$ cat config.mk
export PLATFORM = sky130hd
export DESIGN_NAME = vga_image_fetch
export DESIGN_NICKNAME = d
export VERILOG_FILES = /design/src/rtl/vga_pkg.sv /design/src/rtl/vga_sync_delay.sv /design/src/rtl/vga_image_fetch.sv
export SDC_FILE = /design/constraint.sdc
export NUM_CORES = 1
export LEC_CHECK = 0
export ABC_AREA = 1
export CAP_MARGIN = 0
export CORE_MARGIN = 4
export CORE_UTILIZATION = 40
export CTS_CLUSTER_SIZE = 12
export DETAILED_ROUTE_END_ITERATION = 6
export PLACE_DENSITY = 0.75
export SKIP_CTS_REPAIR_TIMING = 1
export SYNTH_ARGS = -nofsm -noshare
export SYNTH_HDL_FRONTEND = slang
export SYNTH_SLANG_ARGS = --single-unit
$ cat constraint.sdc
create_clock -name CLOCK_50 -period 3.17 [get_ports CLOCK_50]
set_clock_uncertainty 0.05 [all_clocks]
set_input_delay 0.4755 -clock CLOCK_50 [delete_from_list [all_inputs] [get_ports CLOCK_50]]
set_output_delay 0.4755 -clock CLOCK_50 [all_outputs]
set_load 0.005 [all_outputs]
$ cat src/rtl/vga_pkg.sv
// rtl/vga_pkg.sv - shared VGA constants, RGB 4:4:4 layout and channel expansion
package vga_pkg;
    localparam int H_ACTIVE = 640;
    localparam int V_ACTIVE = 480;
    localparam int PIX_W    = 12;

    typedef struct packed {
        logic [3:0] r;
        logic [3:0] g;
        logic [3:0] b;
    } rgb444_t;

    localparam int R_LSB = 8;
    localparam int G_LSB = 4;
    localparam int B_LSB = 0;

    // Replicating the nibble maps 4'h0 -> 8'h00 and 4'hF -> 8'hFF exactly.
    function automatic logic [7:0] expand4(input logic [3:0] c);
        return {c, c};
    endfunction
endpackage

$ cat src/rtl/vga_sync_delay.sv
// rtl/vga_sync_delay.sv - N-stage pix_en-gated shift register for hs/vs/blank
module vga_sync_delay #(
    parameter int N = 3,
    parameter int W = 3,
    parameter logic [W-1:0] RST_VAL = '0
) (
    input  logic         clk,
    input  logic         rst_n,
    input  logic         en,
    input  logic [W-1:0] d,
    output logic [W-1:0] q
);
    logic [N*W-1:0] sr;

    always_ff @(posedge clk or negedge rst_n) begin
        if (!rst_n)
            sr <= {N{RST_VAL}};
        else if (en)
            sr <= {sr[(N-1)*W-1:0], d};
    end

    assign q = sr[N*W-1 -: W];
endmodule

$ cat src/rtl/vga_image_fetch.sv
// rtl/vga_image_fetch.sv - scan position to image-ROM address and registered RGB
// PIXEL_DOUBLE_EN: show each ROM pixel as a 2x2 block.
module vga_image_fetch
    import vga_pkg::*;
#(
    parameter int IMG_W = 160,
    parameter int IMG_H = 120,
    parameter int X0 = 240,
    parameter int Y0 = 180,
    parameter int ADDR_W = 15,
    parameter int PIX_W = vga_pkg::PIX_W,
    parameter logic [PIX_W-1:0] BG_COLOR = 12'h000
) (
    input  logic              CLOCK_50,
    input  logic              RESET_N,
    input  logic              pix_en,
    input  logic [9:0]        x,
    input  logic [9:0]        y,
    input  logic              hs_in,
    input  logic              vs_in,
    input  logic              blank_n_in,
    output logic [ADDR_W-1:0] rom_addr,
    input  logic [PIX_W-1:0]  rom_q,
    output logic [7:0]        VGA_R,
    output logic [7:0]        VGA_G,
    output logic [7:0]        VGA_B,
    output logic              VGA_HS,
    output logic              VGA_VS,
    output logic              VGA_BLANK_N
);
`ifdef PIXEL_DOUBLE_EN
    localparam int S = 2;
`else
    localparam int S = 1;
`endif
    localparam logic [10:0] X_BEG  = 11'(X0);
    localparam logic [10:0] X_END  = 11'(X0 + IMG_W * S);
    localparam logic [10:0] X_LAST = 11'(X0 + IMG_W * S - 1);
    localparam logic [10:0] Y_BEG  = 11'(Y0);
    localparam logic [10:0] Y_END  = 11'(Y0 + IMG_H * S);

    logic [10:0]       xe, ye;
    logic              in_win, line_start, frame_start, line_last;
    logic              col_step, line_step;
    logic [ADDR_W-1:0] col_cnt, row_base, col_cur, row_cur;
    logic              win1, win2, bl1, bl2;
    logic [PIX_W-1:0]  q2, pix_sel;
    logic [2:0]        sync_q;

    always_comb begin
        xe          = {1'b0, x};
        ye          = {1'b0, y};
        in_win      = (xe >= X_BEG) && (xe < X_END) && (ye >= Y_BEG) && (ye < Y_END);
        line_start  = (xe == X_BEG);
        frame_start = line_start && (ye == Y_BEG);
        line_last   = in_win && (xe == X_LAST);
        col_cur     = line_start ? '0 : col_cnt;
        row_cur     = frame_start ? '0 : row_base;
    end

`ifdef PIXEL_DOUBLE_EN
    logic col_ph, line_ph, col_ph_cur, line_ph_cur;

    assign col_ph_cur  = line_start ? 1'b0 : col_ph;
    assign line_ph_cur = frame_start ? 1'b0 : line_ph;
    assign col_step    = col_ph_cur;
    assign line_step   = line_ph_cur;

    always_ff @(posedge CLOCK_50 or negedge RESET_N) begin
        if (!RESET_N) begin
            col_ph  <= 1'b0;
            line_ph <= 1'b0;
        end else if (pix_en) begin
            col_ph  <= in_win ? ~col_ph_cur : col_ph_cur;
            line_ph <= line_last ? ~line_ph_cur : line_ph_cur;
        end
    end
`else
    assign col_step  = 1'b1;
    assign line_step = 1'b1;
`endif

    // S1: address counters; rom_addr only moves inside the window so it stays in range.
    always_ff @(posedge CLOCK_50 or negedge RESET_N) begin
        if (!RESET_N) begin
            rom_addr <= '0;
            col_cnt  <= '0;
            row_base <= '0;
            win1     <= 1'b0;
            bl1      <= 1'b0;
        end else if (pix_en) begin
            win1     <= in_win;
            bl1      <= blank_n_in;
            col_cnt  <= col_cur;
            row_base <= row_cur;
            if (in_win) begin
                rom_addr <= row_cur + col_cur;
                if (col_step)
                    col_cnt <= col_cur + ADDR_W'(1);
            end
            if (line_last && line_step)
                row_base <= row_cur + ADDR_W'(IMG_W);
        end
    end

    // S2 captures ROM data one tick after the address, S3 registers the colour.
    assign pix_sel = win2 ? q2 : BG_COLOR;

    always_ff @(posedge CLOCK_50 or negedge RESET_N) begin
        if (!RESET_N) begin
            q2    <= '0;
            win2  <= 1'b0;
            bl2   <= 1'b0;
            VGA_R <= '0;
            VGA_G <= '0;
            VGA_B <= '0;
        end else if (pix_en) begin
            q2   <= rom_q;
            win2 <= win1;
            bl2  <= bl1;
            if (bl2) begin
                VGA_R <= expand4(pix_sel[R_LSB +: 4]);
                VGA_G <= expand4(pix_sel[G_LSB +: 4]);
                VGA_B <= expand4(pix_sel[B_LSB +: 4]);
            end else begin
                VGA_R <= '0;
                VGA_G <= '0;
                VGA_B <= '0;
            end
        end
    end

    vga_sync_delay #(
        .N(3),
        .W(3),
        .RST_VAL(3'b110)
    ) u_sync_delay (
        .clk  (CLOCK_50),
        .rst_n(RESET_N),
        .en   (pix_en),
        .d    ({hs_in, vs_in, blank_n_in}),
        .q    (sync_q)
    );

    assign {VGA_HS, VGA_VS, VGA_BLANK_N} = sync_q;
endmodule

==> results.yml, run 1 <==
pwr:
  p_switching_mw: 0.6774
  internal-power_mw: 1.980
  pwr-share-seq: 0.433
  p_comb_frac: 0.159
  cellLeakagePower_nw: 2.931
  ir_drop_v: 0.0002879
  pwr-share-clk: 0.408
  power_switching_share: 0.2549
  power.density_nw_per_um2: 439.7
worst_setup_path:
  worst_r2r_path_depth: 12
  cpPeakStageDelay_ns: 0.45
  crit_path_frequent_cell: "nand2_1"
  cp_max_fo: 4
  endpoint: "rom_addr[14]$_DFFE_PN0P_"
  r2r-end: "rom_addr[14]$_DFFE_PN0P_"
  start_kind: "primary input"
  critPathTopFamily: "simple AND/OR/NAND/NOR gates"
  cp.depth: 17
  endpoint_kind: "flip-flop"
  path_cells: "clkdlybuf4s50_1 > nor2_2 > nand2_1 > nor2_1 > nand2_1 > nor2_1 > nor2_1 > ha_1 > fa_1 > nand3_1 > nand2_1 > nand2_1 > nand2_1 > nand2_1 > nand3_1 > nand3_1 > nand2_1"
  critPathKind: "primary input to flip-flop"
  r2r_start: "col_cnt[0]$_DFFE_PN0P_"
  cpMaxStageDelayCell: "clkdlybuf4s50_1"
  r2r_slack_ns: 1.15
  arrival_ns: 2.96
  path_buf_inv: 1
  cp.required_ns: 3.35
  crit_start: "x[8]"
finish:
  fin_area_sq_um: 6043
  nets: 776
  multi_input_area_sq_um: 2270
  instances_no_fill: 879
  final_common_cell: "nand2_1"
  seqCellArea_sq_um: 2009
  area_growth_syn_to_layout_pct: 24.97
  fillers: 1118
  diodes: 0
  layout_common_cells: "188 x nand2_1, 93 x inv_1, 78 x clkdlybuf4s50_1"
  drive_above_1_share: 0.1073
status:
  status: "finished clean"
timing:
  tns_ns: 0
  fin_ws_ns: 0.3889
  finalCritPeriodShare: 0.8773
  period_needed_ns: 2.781
  fmax_mhz: 359.6
  tightest_slew_ns: 0.9986
  drv_slew: 0
  grt_setup_unrepaired: "false"
  fin_hold_ws_ns: 0.2492
  setup-violations-final: 0
  hold_viol_final: 0
  relSlewSlack: 0.3343
clock_tree:
  numCtsBuffers: 9
  cts_max_path_buffers: 2
  cts_tree: "built"
  clkTransAtPathRegs_ns: 0.07
  cts_root_buffer: "clkbuf_16"
  cts.sinks: 80
  h-tree-depth: 3
  clk_latency_ns: 0.34
drt:
  drt_pre_antenna_iters: 5
  vias: 4275
  vias_per_cell: 4.863
  drc: 0
  drt_iter0_drc: 334
  ant_nets: 0
  wl_per_cell_um: 12.94
  drt_wl_total_um: 11380
die:
  die_x_um: 118.0
  dieArea_sq_um: 13910
  start_util: 0.4164
  fp-row-count: 39
  fp.coreArea_sq_um: 11610
  ioPinCount: 80
  die_y_um: 118.0
yosys:
  yosys_register_bits: 80
  netlist_area_sq_um: 4836
  synthCells: 656
  synth_edf_count: 0
  synth-main-ff-cell: "dfrtp_1"
  synth_cell_type_count: 40
  synth.area.top_cells: "dfrtp_1 38%, nand2_1 15%, inv_1 7.2%"
  syn_area_per_cell_sq_um: 7.372
  ys_warn_count: 0
  async_flop_share: 1.000
  synth_top_cell_area_share: 0.3829
  synth_top_cell_by_area: "dfrtp_1"
  synth_fp_nets: 701
  yosysSeqAreaShare: 0.4155
grt:
  grt_usage: 0.1699
  grt_pass1_vias: 4002
  grt_overflow: 0
  grt_first_pass_wirelength_um: 19400
  antenna_found_initial: 0
  grt_max_degree: 81
worst_hold_path:
  hold_class: "primary input to async pin"
placement:
  io_buffers: 79
  dp_hpwl_um: 8601
  dp.cells: 863
  place_congestion: 0.9485
  placed_area_sq_um: 5727
  dp_slack_ns: 0.04246
flow_run:
  drv_cap: 0
==> cells by family after synthesis <==
logic type                 synth area share
adders and majority gates           0.01966
DFF                                  0.4155
AOI/OAI and AO/OA                   0.09004
and+or+nand+nor                      0.3162
buffers and inverters                0.1151
xor gates and xnor gates            0.04347
==> area by class of cell <==
type | count | area share
Inverter | 104 | 0.06460
Sequential cell | 80 | 0.3325
Tap cell | 143 | 0.02961
Clock inverter | 5 | 0.01056
Timing Repair Buffer | 91 | 0.1453
Multi-Input combinational cell | 445 | 0.3756
Clock buffer | 11 | 0.04182
==> cells in the mapped netlist (11+ instances only) <==
master   number
a21oi_1      11
buf_4        13
dfrtp_1      74
inv_1        93
nand2_1     188
nand2_2      15
nand3_1      39
nor2_1       65
o21ai_0      32
o31ai_1      12
xor2_1       16
==> per-stage QoR <==
stage,utilization,power (mW)
6_report,0.5204,2.657
5_1_grt,0.5204,2.786
4_1_cts,0.5204,2.680
3_5_place_dp,0.4931,1.593
3_3_place_gp,0.4931,1.581
2_1_floorplan,-,1.368
==> registers in the layout, summed over array words and instances, names as in the netlist <==
name and flops:
u_sync_delay.sr 9, col_cnt 15, VGA_R 4, VGA_G 4
win1 1, VGA_B 4, rom_addr 15, q2 12
row_base 15, win2 1
==> how the worst min path moves through the flow <==
| stage | from | end | slack (ns) | depth (start not counted) |
|---|---|---|---|---|
| finish | RESET_N | VGA_R[5]$_DFFE_PN0P_ | 0.25 | 1 |
| global route | RESET_N | VGA_R[5]$_DFFE_PN0P_ | 0.34 | 1 |
| CTS | RESET_N | q2[6]$_DFFE_PN0P_ | 0.30 | 1 |
| detailed placement | row_base[4]$_DFFE_PN0P_ | row_base[4]$_DFFE_PN0P_ | 0.40 | 2 |
| global placement | row_base[3]$_DFFE_PN0P_ | row_base[3]$_DFFE_PN0P_ | 0.40 | 2 |
| floorplan | RESET_N | VGA_B[3]$_DFFE_PN0P_ | 0.13 | 0 |
==> power groups by stage <==
stage	combinational (mW)	clock [mW]	sequential (mW)
floorplan	0.200	0	1.17
global placement	0.416	0	1.16
detailed placement	0.424	0	1.17
CTS	0.426	1.10	1.15
global route	0.472	1.15	1.16
finish	0.422	1.08	1.15
==> metal layers <==
metal	share of wire	track usage	wire, um
met3	0.055	0.03796	622
met5	0	0	0
met4	0.017	0.05861	199
met2	0.45	0.2659	5176
met1	0.47	0.2325	5379
No activity file was read; power rests on OpenSTA's default activity.
==> run 2, diff against run 1 <==
Settings changed: CORE_UTILIZATION 40 to 57, PLACE_DENSITY 0.75 to 0.95, SYNTH_HIERARCHICAL set to 1.
==> results.yml, run 2 <==
die:
  die_x_um: 100.4
  fp-row-count: 33
  start_util: 0.5891
  die_y_um: 100.4
  dieArea_sq_um: 10080
  fp.coreArea_sq_um: 8258
  ioPinCount: 80
worst_setup_path:
  arrival_ns: 2.95
  cpMaxStageDelayCell: "clkdlybuf4s50_1"
  cp_max_fo: 8
  crit_start: "y[7]"
  cp.required_ns: 3.38
  r2r_start: "col_cnt[0]$_DFFE_PN0P_"
  worst_r2r_path_depth: 15
  critPathKind: "primary input to flip-flop"
  endpoint_kind: "flip-flop"
  r2r_slack_ns: 0.88
  r2r-end: "rom_addr[14]$_DFFE_PN0P_"
  cpPeakStageDelay_ns: 0.51
  path_cells: "clkdlybuf4s50_1 > inv_1 > nor2_1 > nand3_1 > nor2_2 > nand2_4 > nand2_1 > inv_1 > ha_1 > inv_1 > nor2_1 > inv_1 > nor2_1 > nand3_1 > nand3_1 > nand2_1 > nand3_1 > nand2_1"
  start_kind: "primary input"
yosys:
  yosys_register_bits: 82
  yosysSeqAreaShare: 0.4234
  synth.area.top_cells: "dfrtp_1 39%, nand2_1 18%, inv_1 6.3%"
  synthCells: 658
  synth_top_family_by_area: "simple AND/OR/NAND/NOR gates"
  ys_warn_count: 6
  synth-compound-area-share: 0.07047
  synth_top_cell_by_area: "dfrtp_1"
  synth_top_cell_area_share: 0.3909
  synth_fa_ha_area_frac: 0.01955
  synth_fp_nets: 703
  synthMuxAreaShare: 0
  synth_cell_type_count: 42
  async_flop_share: 1.000
  synth_edf_count: 0
  syn_area_per_cell_sq_um: 7.393
  synth-main-ff-cell: "dfrtp_1"
  yosysMostFrequentCell: "nand2_1"
  synth.top_cells.by_count: "239 x nand2_1, 81 x inv_1, 76 x dfrtp_1"
  synth-simple-area-share: 0.3377
  synthXorXnorAreaFrac: 0.03961
  netlist_area_sq_um: 4865
grt:
  antenna_found_initial: 0
  grt_usage: 0.2432
  grt_pass1_vias: 4421
  grt_max_degree: 83
  grt_first_pass_wirelength_um: 19590
  grt_overflow: 0
clock_tree:
  h-tree-depth: 3
  clkTransAtPathRegs_ns: 0.09
  cts_max_path_buffers: 2
  cts.sinks: 82
  clk_latency_ns: 0.36
  cts_root_buffer: "clkbuf_8"
  cts_tree: "built"
  numCtsBuffers: 9
drt:
  wl_per_cell_um: 13.69
  drt_pre_antenna_iters: 5
  drt_wl_total_um: 11420
  ant_nets: 0
  drt_iter0_drc: 248
  drc: 0
  vias: 4382
  vias_per_cell: 5.254
timing:
  drv_slew: 0
  finalCritPeriodShare: 0.8655
  fmax_mhz: 364.5
  hold_viol_final: 0
  grt_setup_unrepaired: "false"
  tightest_slew_ns: 0.9952
  period_needed_ns: 2.744
  tns_ns: 0
  relSlewSlack: 0.3365
  setup-violations-final: 0
finish:
  fillers: 631
  nets: 769
  instances_no_fill: 834
  drive_above_1_share: 0.09465
  final_common_cell: "nand2_1"
  layout_top_registers: "col_cnt (15), rom_addr (15), row_base (15)"
  layout_common_cells: "239 x nand2_1, 81 x inv_1, 77 x clkdlybuf4s50_1"
  diodes: 0
  area_growth_syn_to_layout_pct: 19.50
placement:
  place_congestion: 0.9988
  dp.cells: 818
  dp_hpwl_um: 8834
  io_buffers: 79
pwr:
  cellLeakagePower_nw: 2.986
  ir_drop_v: 0.0003195
  power.density_nw_per_um2: 374.9
status:
  status: "finished clean"
flow_run:
  drv_cap: 0
worst_hold_path:
  hold_class: "primary input to async pin"
run 2: through the flow:
step | hold WS [ns] | setup WS, ns | utilization | power (mW) | area (sq um)
5_1_grt | 0.2994 | 0.1987 | 0.7039 | 2.280 | 5813
2_1_floorplan | 0.1299 | 0.6405 | - | 1.322 | 4865
6_report | 0.2255 | 0.4265 | 0.7039 | 2.179 | 5813
4_1_cts | 0.2572 | 0.4641 | 0.7039 | 2.199 | 5813
3_3_place_gp | 0.3946 | 0.2058 | 0.6818 | 1.469 | 5630
3_5_place_dp | 0.4047 | 0.08358 | 0.6818 | 1.492 | 5630
run 2: how the worst max path moves through the flow:
stage	slack, ns	end	cells after the start
after floorplan	0.64	rom_addr[14]$_DFFE_PN0P_	21
after global placement	0.21	rom_addr[12]$_DFFE_PN0P_	17
after detailed placement	0.08	rom_addr[14]$_DFFE_PN0P_	21
after CTS	0.46	rom_addr[14]$_DFFE_PN0P_	21
after global routing	0.20	rom_addr[14]$_DFFE_PN0P_	21
final	0.43	rom_addr[12]$_DFFE_PN0P_	18
run 2: layout make-up:
| type | instances | area [sq um] | share of cell area |
|---|---|---|---|
| Multi-Input combinational cell | 457 | 2273 | 0.3911 |
| Sequential cell | 82 | 2059 | 0.3543 |
| Timing Repair Buffer | 86 | 835.8 | 0.1438 |
| Inverter | 88 | 330.3 | 0.05682 |
| Tap cell | 105 | 131.4 | 0.02260 |
| Clock buffer | 9 | 123.9 | 0.02131 |
| Clock inverter | 7 | 58.81 | 0.01012 |
run 2: logic make-up (layout without fill, tap and decap cells):
| family | Yosys count | count (layout) |
|---|---|---|
| fa+ha+maj | 7 | 7 |
| buf+inv | 119 | 190 |
| xor+xnor | 22 | 22 |
| compound gates | 56 | 56 |
| flops | 82 | 82 |
| simple gates | 372 | 372 |
run 2: metal layers:
metal  vias to the layer above  GRT usage  wire (um)
met1                      2018     0.2948       4634
met4                         0     0.1016        323
met3                        36    0.04448        733
met2                       165     0.4246       5728
li1                       2163          -          -
met5                         -          0          0
run 2: report_power, final:
part / switching [mW] / internal [mW]
registers: 0.0417 / 1.12
clock network: 0.407 / 0.298
logic: 0.167 / 0.148
run 2: worst max-delay path: cells and delay by family:
| family | cells | cell delay (ns) |
|---|---|---|
| and+or+nand+nor | 12 | 1.35 |
| adders and majority gates | 1 | 0.32 |
| buffers and inverters | 5 | 0.79 |
==> run 3, diff against run 2 <==
==> constraint.sdc (replaced) <==
create_clock -name CLOCK_50 -period 3.17 [get_ports CLOCK_50]
set_clock_uncertainty 0.05 [all_clocks]
set_input_delay 0.317 -clock CLOCK_50 [delete_from_list [all_inputs] [get_ports CLOCK_50]]
set_output_delay 0.317 -clock CLOCK_50 [all_outputs]
set_load 0.005 [all_outputs]
==> results.yml, run 3 (same netlist as run 2, synthesis figures left out) <==
clock_tree:
  cts_root_buffer: "clkbuf_8"
  cts_max_path_buffers: 2
  clkTransAtPathRegs_ns: 0.09
  clk_latency_ns: 0.36
  h-tree-depth: 3
  cts.sinks: 82
  cts_tree: "built"
  numCtsBuffers: 9
worst_setup_path:
  worst_r2r_path_depth: 14
  start_kind: "primary input"
  endpoint_kind: "flip-flop"
  endpoint: "rom_addr[14]$_DFFE_PN0P_"
  crit_start: "y[5]"
  r2r-end: "rom_addr[14]$_DFFE_PN0P_"
  r2r_slack_ns: 0.93
  critPathKind: "primary input to flip-flop"
  cp_max_fo: 10
  r2r_start: "col_cnt[1]$_DFFE_PN0P_"
  cp.required_ns: 3.37
  arrival_ns: 2.82
pwr:
  ir_drop_v: 0.0002164
  pwr-share-clk: 0.320
  cellLeakagePower_nw: 2.983
  internal-power_mw: 1.556
  power_switching_share: 0.2817
  p_switching_mw: 0.6103
  pwr-share-seq: 0.534
  power.density_nw_per_um2: 373.5
  p_comb_frac: 0.146
die:
  die_x_um: 100.4
  fp.coreArea_sq_um: 8258
  fp-row-count: 33
  die_y_um: 100.4
  start_util: 0.5891
  dieArea_sq_um: 10080
  ioPinCount: 80
finish:
  instances_no_fill: 833
  layout_top_registers: "col_cnt (15), rom_addr (15), row_base (15)"
  multi_input_area_sq_um: 2273
  nets: 768
  seqCellArea_sq_um: 2059
  diodes: 0
  layout_common_cells: "239 x nand2_1, 81 x inv_1, 77 x clkdlybuf4s50_1"
  fillers: 613
  fin_area_sq_um: 5799
  area_growth_syn_to_layout_pct: 19.21
  final_common_cell: "nand2_1"
  drive_above_1_share: 0.09341
drt:
  drt_pre_antenna_iters: 6
  ant_nets: 0
  wl_per_cell_um: 14.28
  drt_wl_total_um: 11900
  drc: 0
  drt_iter0_drc: 347
  vias_per_cell: 5.355
  vias: 4461
timing:
  period_needed_ns: 2.624
  tightest_slew_ns: 0.9973
  relSlewSlack: 0.3352
  fin_ws_ns: 0.5456
  fin_hold_ws_ns: 0.08744
  grt_setup_unrepaired: "false"
  setup-violations-final: 0
  tns_ns: 0
  hold_viol_final: 0
  finalCritPeriodShare: 0.8279
  drv_slew: 0
  fmax_mhz: 381.0
grt:
  grt_first_pass_wirelength_um: 20140
  grt_overflow: 0
  grt_pass1_vias: 4485
  grt_usage: 0.2485
  antenna_found_initial: 0
  grt_max_degree: 83
placement:
  dp.cells: 817
  place_congestion: 0.9984
  io_buffers: 79
  dp_slack_ns: 0.2243
  dp_hpwl_um: 8833
  placed_area_sq_um: 5623
status:
  status: "finished clean"
worst_hold_path:
  hold_class: "primary input to async pin"
flow_run:
  drv_cap: 0
==> run 3: critical path, cell delays in order <==
cell and delay, ns:
clkdlybuf4s50_1 0.43, nand2_1 0.09, inv_1 0.05, nand3_1 0.13, nor2_2 0.07, nand2_4 0.11, inv_1 0.10, nor2_1 0.11
ha_1 0.17, inv_1 0.06, fa_1 0.39, nor2_1 0.14, nand2_1 0.08, nand2_2 0.10, nand2_1 0.07, nand2_2 0.08
nand2_1 0.07, nand2_1 0.07, nand2_1 0.05, nand3_1 0.08, nand2_1 0.05
==> run 3: worst min-delay path by stage <==
stage | to | slack [ns] | depth (start not counted)
floorplan | VGA_B[3]$_DFFE_PN0P_ | -0.03 | 0
global placement | u_sync_delay/sr[7]$_DFFE_PN1P_ | 0.39 | 2
detailed placement | u_sync_delay/sr[7]$_DFFE_PN1P_ | 0.41 | 2
CTS | u_sync_delay/sr[3]$_DFFE_PN0P_ | 0.11 | 1
global route | q2[7]$_DFFE_PN0P_ | 0.16 | 1
finish | rom_addr[0]$_DFFE_PN0P_ | 0.09 | 1
==> run 3: power by group through the flow <==
stage	Combinational [mW]	Sequential, mW	Clock, mW
global route	0.353	1.17	0.748
floorplan	0.154	1.17	0
finish	0.315	1.16	0.694
CTS	0.318	1.16	0.705
detailed placement	0.313	1.18	0
global placement	0.297	1.17	0
==> run 3: area by class of cell <==
cell class,instances,area share
Timing Repair Buffer,85,0.1428
Inverter,88,0.05696
Clock inverter,7,0.009061
Sequential cell,82,0.3551
Tap cell,105,0.02265
Clock buffer,9,0.02136
Multi-Input combinational cell,457,0.3920
==> run 3: stage by stage <==
stage	total power [mW]	util
after floorplan	1.322	-
after global placement	1.468	0.6809
after detailed placement	1.490	0.6809
after CTS	2.181	0.7023
after global routing	2.268	0.7023
final	2.166	0.7023
==> run 3: layer usage <==
| layer | up-vias | part of all wire | global-route usage |
|---|---|---|---|
| met3 | 45 | 0.081 | 0.04864 |
| li1 | 2155 | - | - |
| met5 | - | 0 | 0 |
| met1 | 2053 | 0.39 | 0.2999 |
| met2 | 208 | 0.50 | 0.4276 |
| met4 | 0 | 0.033 | 0.1140 |
